==> src/rtl/act_requant_packer_if.sv <==
//------------------------------------------------------------------------------
// Module   : act_requant_packer_if
// Purpose  : Packed-word valid/ready bus from the requant packer to the UB writer.
// Revision : 1.0 - initial release
//------------------------------------------------------------------------------
`default_nettype none

interface act_requant_packer_if;
  logic        out_valid;
  logic        out_ready;
  logic [31:0] out_data;
  logic [2:0]  out_bytes;

  modport master (output out_valid, output out_data, output out_bytes, input out_ready);
  modport slave  (input out_valid, input out_data, input out_bytes, output out_ready);
endinterface

`default_nettype wire

==> src/rtl/act_requant_packer.sv <==
//------------------------------------------------------------------------------
// Module   : act_requant_packer
// Purpose  : Requantize int32 activations to int8 (multiply, round-half-up
//            shift, saturate), pack 4 bytes per word, buffer in a FIFO.
//            Define ACT_REQUANT_SAT_COUNT_EN to enable the saturation counter.
// Revision : 1.0 - initial release
//------------------------------------------------------------------------------
`default_nettype none

module act_requant_packer #(
  parameter int FIFO_DEPTH = 4
) (
  input  wire logic                 clk,
  input  wire logic                 reset,
  input  wire logic                 valid_in,
  input  wire logic [31:0]          data_in,
  input  wire logic                 last_in,
  input  wire logic [15:0]          scale,
  input  wire logic [4:0]           shift,
  act_requant_packer_if.master      out,
  output logic                      overflow,
  output logic [15:0]               sat_count
);

  localparam int c_AW = $clog2(FIFO_DEPTH);
  localparam logic [c_AW:0] c_PTR_ONE = {{c_AW{1'b0}}, 1'b1};

  // ---------------- Stage 1: multiply ----------------
  logic signed [47:0] w_a;
  logic signed [47:0] w_b;
  logic signed [47:0] w_prod;

  assign w_a    = {{16{data_in[31]}}, data_in};
  assign w_b    = {32'b0, scale};
  assign w_prod = w_a * w_b;

  logic               r_s1_valid;
  logic               r_s1_last;
  logic signed [47:0] r_s1_prod;
  logic [4:0]         r_s1_shift;

  always_ff @(posedge clk) begin
    if (reset) begin
      r_s1_valid <= 1'b0;
      r_s1_last  <= 1'b0;
      r_s1_prod  <= '0;
      r_s1_shift <= '0;
    end else begin
      r_s1_valid <= valid_in;
      r_s1_last  <= valid_in & last_in;
      r_s1_prod  <= w_prod;
      r_s1_shift <= shift;
    end
  end

  // ---------------- Stage 2: round, shift, saturate ----------------
  // One guard bit keeps the rounding add from wrapping at the product extreme.
  logic signed [48:0] w_ext;
  logic signed [48:0] w_half;
  logic signed [48:0] w_sum;
  logic signed [48:0] w_shr;
  logic signed [48:0] w_r;
  logic               w_sat_hi;
  logic               w_sat_lo;
  logic [7:0]         w_byte;

  assign w_ext    = {r_s1_prod[47], r_s1_prod};
  assign w_half   = 49'sd1 <<< (r_s1_shift - 5'd1);
  assign w_sum    = w_ext + w_half;
  assign w_shr    = w_sum >>> r_s1_shift;
  assign w_r      = (r_s1_shift == 5'd0) ? w_ext : w_shr;
  assign w_sat_hi = (w_r > 49'sd127);
  assign w_sat_lo = (w_r < -49'sd128);
  assign w_byte   = w_sat_hi ? 8'h7F : (w_sat_lo ? 8'h80 : w_r[7:0]);

  logic       r_s2_valid;
  logic       r_s2_last;
  logic [7:0] r_s2_byte;

  always_ff @(posedge clk) begin
    if (reset) begin
      r_s2_valid <= 1'b0;
      r_s2_last  <= 1'b0;
      r_s2_byte  <= '0;
    end else begin
      r_s2_valid <= r_s1_valid;
      r_s2_last  <= r_s1_valid & r_s1_last;
      r_s2_byte  <= w_byte;
    end
  end

`ifdef ACT_REQUANT_SAT_COUNT_EN
  logic        r_s2_sat;
  logic [15:0] r_sat_count;

  always_ff @(posedge clk) begin
    if (reset) begin
      r_s2_sat    <= 1'b0;
      r_sat_count <= '0;
    end else begin
      r_s2_sat <= r_s1_valid & (w_sat_hi | w_sat_lo);
      if (r_s2_valid && r_s2_sat && (r_sat_count != 16'hFFFF))
        r_sat_count <= r_sat_count + 16'd1;
    end
  end

  assign sat_count = r_sat_count;
`else
  assign sat_count = '0;
`endif

  // ---------------- Pack stage ----------------
  logic [1:0]  r_lane;
  logic [23:0] r_partial;
  logic [31:0] w_word;
  logic [2:0]  w_bytes;
  logic        w_push;

  assign w_word  = {8'b0, r_partial} | ({24'b0, r_s2_byte} << {r_lane, 3'b000});
  assign w_bytes = {1'b0, r_lane} + 3'd1;
  assign w_push  = r_s2_valid & ((r_lane == 2'd3) | r_s2_last);

  always_ff @(posedge clk) begin
    if (reset) begin
      r_lane    <= '0;
      r_partial <= '0;
    end else if (r_s2_valid) begin
      if (w_push) begin
        r_lane    <= '0;
        r_partial <= '0;
      end else begin
        r_lane    <= r_lane + 2'd1;
        r_partial <= w_word[23:0];
      end
    end
  end

  // ---------------- FIFO ----------------
  logic [34:0]   r_mem [FIFO_DEPTH];
  logic [c_AW:0] r_wr_ptr;
  logic [c_AW:0] r_rd_ptr;
  logic          r_overflow;
  logic          w_empty;
  logic          w_full;
  logic          w_pop;
  logic          w_wr_en;
  logic [34:0]   w_head;

  assign w_empty = (r_wr_ptr == r_rd_ptr);
  assign w_full  = (r_wr_ptr[c_AW] != r_rd_ptr[c_AW]) &&
                   (r_wr_ptr[c_AW-1:0] == r_rd_ptr[c_AW-1:0]);
  assign w_pop   = ~w_empty & out.out_ready;
  // A pop in the same cycle frees the slot, so a full FIFO still accepts.
  assign w_wr_en = w_push & (~w_full | w_pop);
  assign w_head  = r_mem[r_rd_ptr[c_AW-1:0]];

  always_ff @(posedge clk) begin
    if (w_wr_en)
      r_mem[r_wr_ptr[c_AW-1:0]] <= {w_bytes, w_word};
  end

  always_ff @(posedge clk) begin
    if (reset) begin
      r_wr_ptr   <= '0;
      r_rd_ptr   <= '0;
      r_overflow <= 1'b0;
    end else begin
      if (w_wr_en)
        r_wr_ptr <= r_wr_ptr + c_PTR_ONE;
      if (w_pop)
        r_rd_ptr <= r_rd_ptr + c_PTR_ONE;
      if (w_push && w_full && !w_pop)
        r_overflow <= 1'b1;
    end
  end

  assign out.out_valid = ~w_empty;
  assign out.out_data  = w_empty ? 32'd0 : w_head[31:0];
  assign out.out_bytes = w_empty ? 3'd0  : w_head[34:32];
  assign overflow      = r_overflow;

endmodule

`default_nettype wire
==> src/flat_wrapper.sv <==
// flat-port wrapper written by rule: the top's interface ports become plain ports
module act_requant_packer_flat 
#(
  parameter int FIFO_DEPTH = 4
)
  (clk, reset, valid_in, data_in, last_in, scale, shift, overflow, sat_count, out_out_valid, out_out_data, out_out_bytes, out_out_ready);
  act_requant_packer_if out_i ();
  input  wire logic clk;
  input  wire logic reset;
  input  wire logic valid_in;
  input  wire logic [31:0] data_in;
  input  wire logic last_in;
  input  wire logic [15:0] scale;
  input  wire logic [4:0] shift;
  output logic overflow;
  output logic [15:0] sat_count;
  output wire logic [$bits(out_i.out_valid)-1:0] out_out_valid;
  output wire logic [$bits(out_i.out_data)-1:0] out_out_data;
  output wire logic [$bits(out_i.out_bytes)-1:0] out_out_bytes;
  input wire logic [$bits(out_i.out_ready)-1:0] out_out_ready;
  assign out_out_valid = out_i.out_valid;
  assign out_out_data = out_i.out_data;
  assign out_out_bytes = out_i.out_bytes;
  assign out_i.out_ready = out_out_ready;
  act_requant_packer #(.FIFO_DEPTH(FIFO_DEPTH)) u_core (.clk(clk), .reset(reset), .valid_in(valid_in), .data_in(data_in), .last_in(last_in), .scale(scale), .shift(shift), .out(out_i), .overflow(overflow), .sat_count(sat_count));
endmodule
==> config.mk <==
export PLATFORM = sky130hd
export DESIGN_NAME = act_requant_packer_flat
export DESIGN_NICKNAME = d
export VERILOG_FILES = /design/src/rtl/act_requant_packer_if.sv /design/src/rtl/act_requant_packer.sv /design/src/flat_wrapper.sv
export SDC_FILE = /design/constraint.sdc
export NUM_CORES = 2
export LEC_CHECK = 0
export ABC_AREA = 1
export BUFFER_PORTS_ARGS = -buffer_cell sky130_fd_sc_hd__clkbuf_2
export CAP_MARGIN = 15
export CORE_ASPECT_RATIO = 1.1
export CORE_MARGIN = 2
export CORE_UTILIZATION = 50
export DETAILED_ROUTE_END_ITERATION = 10
export PLACE_DENSITY = 0.66
export SETUP_SLACK_MARGIN = 0.15
export SYNTH_ARGS = -nofsm -noshare
export SYNTH_HDL_FRONTEND = slang
export SYNTH_SLANG_ARGS = --single-unit
==> constraint.sdc <==
create_clock -name clk -period 19.1 [get_ports clk]
set_input_delay 4.775 -clock clk [delete_from_list [all_inputs] [get_ports clk]]
set_output_delay 4.775 -clock clk [all_outputs]
set_load 0.01 [all_outputs]
# Yosys cells after proc, flatten, opt, wreduce, memory -nomap -nowiden
# Memories as Yosys holds them, arrays and structs flattened. A register that Yosys moved wholly into a read port is not among the register bits.
# Index checks and enable logic that the tools add are counted.
# op_classes
addsub	6
n_mul	1
n_lt_le_gt_ge	2
n_eq_ne	4
shifts	3
mux	11
bitwise_logic	10
n_reduce_logical	6
# ops
operator	count
adder 48 x 49 -> 49 bit	1
greater-than comparator 49 x 8 -> 1 bit (second input constant)	1
less-than comparator 49 x 8 -> 1 bit (second input constant)	1
two-way mux 49 bit	1
<<< shifter 2 x 5 -> 49 bit (first input constant)	1
>>> shifter 49 x 5 -> 49 bit	1
multiplier 32 x 17 -> 48 bit	1
two-way mux 32 bit	1
OR 24 x 32 -> 32 bit	1
left shift 8 x 5 -> 32 bit	1
two-way mux 24 bit	1
two-way mux 8 bit	1
two-way mux 7 bit	1
adder 3 x 1 -> 3 bit (second input constant)	2
two-way mux 2 bit	3
AND 1 bit	5
logical NOT 5 bit	1
subtractor 5 x 1 -> 5 bit (second input constant)	1
adder 2 x 1 -> 3 bit (second input constant)	1
== test 3 bit	1
logical AND 1 bit	3
two-way mux 3 bit	1
adder 2 x 1 -> 2 bit (second input constant)	1
== test 2 bit	1
7 further kinds	10
# totals
reg_bits	98
ramBits	140
in_bits	58
word_cells	57
memories	1
# memory_table
memory	depth	word_bits	read_ports	rd_clocked_by_memory_dff	wr	line_no	rtl
u_core.r_mem	4	35	1	1	1	act_requant_packer.sv:139	logic [34:0] r_mem [FIFO_DEPTH];

# Longest topological paths before layout
# depth
depth_word	8
mapped_depth	42

# Worst setup path before layout
# Ideal clock, no wire load.
# synth_timing
kind	input-to-reg
from	in data_in[13]
to	reg u_core.r_s1_prod[44]
t_arrival_ns	10.760
setup_slack_ns	8.271
stages	33
path_cell_list	clkbuf_1 > clkbuf_1 > nand2_1 > fa_1 > inv_1 > fa_1 > inv_1 > fa_1 > inv_1 > fa_1 > inv_1 > fa_1 > inv_1 > fa_1 > ha_1 > nand2_1 > nor2_1 > nand4_1 > o21ai_0 > nand3_1 > nand2_1 > nand2_1 > o211ai_1 > nand4_1 > nand2_1 > nand2_1 > nand2_1 > nand2_1 > nand2_1 > nand2_1 > o31ai_1 > o21ai_0 > a21oi_1
# synth_between
elab_chain_cells	1
# synth_rtl
item	line_no	rtl
start, declared	flat_wrapper.sv:11	input wire logic [31:0] data_in;
multiplier 32 x 17 -> 48 bit	act_requant_packer.sv:35	assign w_prod = w_a * w_b;
end signal, assigned	act_requant_packer.sv:51	r_s1_prod <= w_prod;
end, declared	act_requant_packer.sv:39	logic signed [47:0] r_s1_prod;
# Every way passes these cells.
# A chain may end at the register's enable or synchronous reset.

# Final worst setup path
# layout_timing
from	in scale[2]
to	reg u_core.r_s1_prod[44]
# layout_between
elab_chain_cells	1
# layout_rtl
item	line_no	rtl
start, declared	flat_wrapper.sv:13	input wire logic [15:0] scale;
multiplier 32 x 17 -> 48 bit	act_requant_packer.sv:35	
# Every way passes these cells.

==> metrics.txt <==
Fin. Hold Viols 0; Fill cells 6931; mux contribution to synthesized area 0; Max-slew headroom 0.336; register area share after synthesis 0.178; Reg2Reg Depth 33; Port Buf Inserts 94; core area 69100 um2; WS Path Type in2reg; Final nets 5452; main combinational cell family by area after synthesis adder cells; Antenna Violating Nets Remaining 0; largest net degree at the start of global routing 72; starting density of the core 0.505; Worst path most repeated cell nand2_1; wire per inst 18.2 um; clk buf depth 3; vias in the first global route 29800; Tmin final 11170 ps; yosys warns 0; Syn Std Cell Area 34900 um2; CTS Hold Bufs 0; setup TNS 0 ps; WP data arrival 11640 ps; Worst Clk Skew 11.3 ps; Seq cells post-synth 240; I/O pin count 111; leading cell types in the layout, fill and taps excluded nand2_1, inv_1, fa_1, nand3_1, nor2_1; CTS Buf Count 24; die extent in x 256 um; WP buf/inv 6; Post-synth EDFFs 140; adder-cell share of the synthesized area 0.332; CTS tree done; Primary FF master, synth edfxtp_1; hold depth 2; Worst setup SP type primary input; Cell Pwr Density 190 nW/um2; setup ws final 7930 ps; max cap viols 0; Synth Area in Simple Gates 0.270; CP required 19570 ps; HPWL after DPL 81.8 mm; total power 6.96 mW; post-route clock period utilization 0.585; Vias/cell 5.33; first-pass GRT wire length 165 mm; Tightest Pin Transition 994 ps; cells after synthesis 4832; final setup vio count 0; Worst Setup End Kind flop; CTS root buf clkbuf_16; drt pass-1 iters 6; gr ovfl total 0; H-tree Lvls 1; Top Family by Delay on Critical Path adder cells; GRT Total Usage 0.291; clk sink count 240; most common cell after layout, fill and taps aside nand2_1; count of cell types in the netlist 51; vias 30400; worst vdd ir 191 uV; max-slew violation count 0; maximum fanout along the worst path 32; LEAKAGE 19.8 nW; CP Depth 32; initial antenna violation count 2; die height 281 um; Clk Latency, worst-skew pair 540 ps; RSZ-0062 raised after global routing false; # resized after CTS 0; Clock transition at path regs 60 ps; Max Clk Rate 0.0895 GHz; Synth Area in Compound Gates 0.0660; Iter 0 DRT Violations 2431; Async S/R FF share, synth 0; worst hold path class reg2reg; fin util 0.529; Die Area 72000 um2; Post-route DRC 0; Routed WL 104 mm; FF/Latch Area 6210 um2; DP Worst Slack 7420 ps; Post-CTS Setup Inserts 0; CP max stage delay 600 ps; FP Rows 101; Syn-to-layout area delta 4.75%; multi-input logic area 23600 um2; layout cells sized above 1 0.0612; Syn Area/Cell 7.23 um2; xor-xnor portion of the synthesized cell area 0.00552; Placer Congestion 0.984; outcome finished, final reports clean; Slowest cell on crit path clkbuf_2
cell families (layout without fill, tap and decap cells):
kind of cell / after synthesis / count (layout)
AO/OA/AOI/OAI: 388 / 388
XOR/XNOR: 22 / 22
adder cells (fa/ha/maj): 637 / 637
buffers and inverters: 1343 / 1270
flip-flops: 240 / 240
other: 1 / 17
AND/OR/NAND/NOR: 2201 / 2201
sequential cells by signal, indices dropped and copies added, names as in the netlist, 2 cells and up, named ones only:
signal and cells:
u_core.r_mem 140, u_core.r_s1_prod 48, u_core.r_partial 24, u_core.r_s2_byte 8, u_core.r_s1_shift 5, u_core.r_rd_ptr 3, u_core.r_wr_ptr 3, u_core.r_lane 2
worst reg2reg max path, delay by kind of cell (launching register included):
| kind | cells | cell delay, ps |
|---|---|---|
| fa+ha+maj | 1 | 250 |
| flops | 1 | 310 |
| compound gates | 1 | 130 |
| buf+inv | 6 | 1500 |
| simple gates | 25 | 4320 |
layer usage:
layer  share of wire  track usage  wire [um]  up-vias
li1                -            -          -    14500
met1            0.43        0.397      44900    14600
met2            0.47        0.490      48900     1131
met3           0.065       0.0314       6710      186
met4           0.032       0.0865       3340        0
met5               0            0          0        -
path summary, 6_finish.rpt:
check	slack [ps]	start	to
worst max register to register	12420	u_core.r_s1_shift[3]	u_core.r_s2_byte[3]
worst min register to register	410	u_core.r_s1_last	u_core.r_s2_last
worst min-delay path	410	u_core.r_s1_last	u_core.r_s2_last
worst max-delay path	7930	scale[2]	u_core.r_s1_prod[44]
final cells by class:
cell class                 count  area share
multi-input combinational   3264       0.646
sequential                   240       0.170
inverter                    1106       0.113
tap                          927      0.0317
clock buffer                  36      0.0186
timing repair buffer         121      0.0184
clock inverter                 7     0.00178
antenna                        1   0.0000684
stage by stage:
stage,hold WS [ps],cell area (um2),std cells
floorplan,395,35000,4847
global placement,405,35800,5658
detailed placement,404,35800,5658
CTS,413,36600,5701
global route,435,36600,5701
finish,412,36600,5702
where the power goes:
group | switching (mW) | internal (mW)
Clock | 0.199 | 0.248
Sequential | 0.0887 | 0.636
Combinational | 3.67 | 2.11
synthesized netlist by cell type (2+ instances only):
master,number,share of area
edfxtp_1,140,0.12
o21a_1,20,0.0043
buf_1,16,0.0017
nor3_2,3,0.00086
or2_1,2,0.00036
nand3b_1,3,0.00064
nand3_1,455,0.065
buf_2,33,0.0047
a21oi_1,145,0.021
inv_2,15,0.0016
o211ai_1,8,0.0017
nand4_1,31,0.0056
dfxtp_1,100,0.057
nor2_1,348,0.037
a22oi_1,2,0.00043
nand3_2,41,0.012
nand2_4,3,0.00097
fa_1,485,0.28
o21ai_1,2,0.00029
o21bai_1,21,0.0045
clkbuf_1,166,0.018
a21boi_0,3,0.00064
nand2_2,20,0.0036
o2111ai_1,3,0.00075
nor3_1,16,0.0023
nor2_4,4,0.0013
nor2_2,28,0.0050
inv_1,1090,0.12
xnor2_1,14,0.0035
nand2_1,1235,0.13
nand4_2,3,0.0011
a21o_1,4,0.00086
o32ai_1,35,0.0088
a21oi_2,3,0.00075
ha_1,152,0.054
a31oi_1,29,0.0052
xor2_1,8,0.0020
buf_4,22,0.0047
or2_2,6,0.0011
o21ai_0,107,0.015
Note: power is estimated with default switching activity, not from simulation.
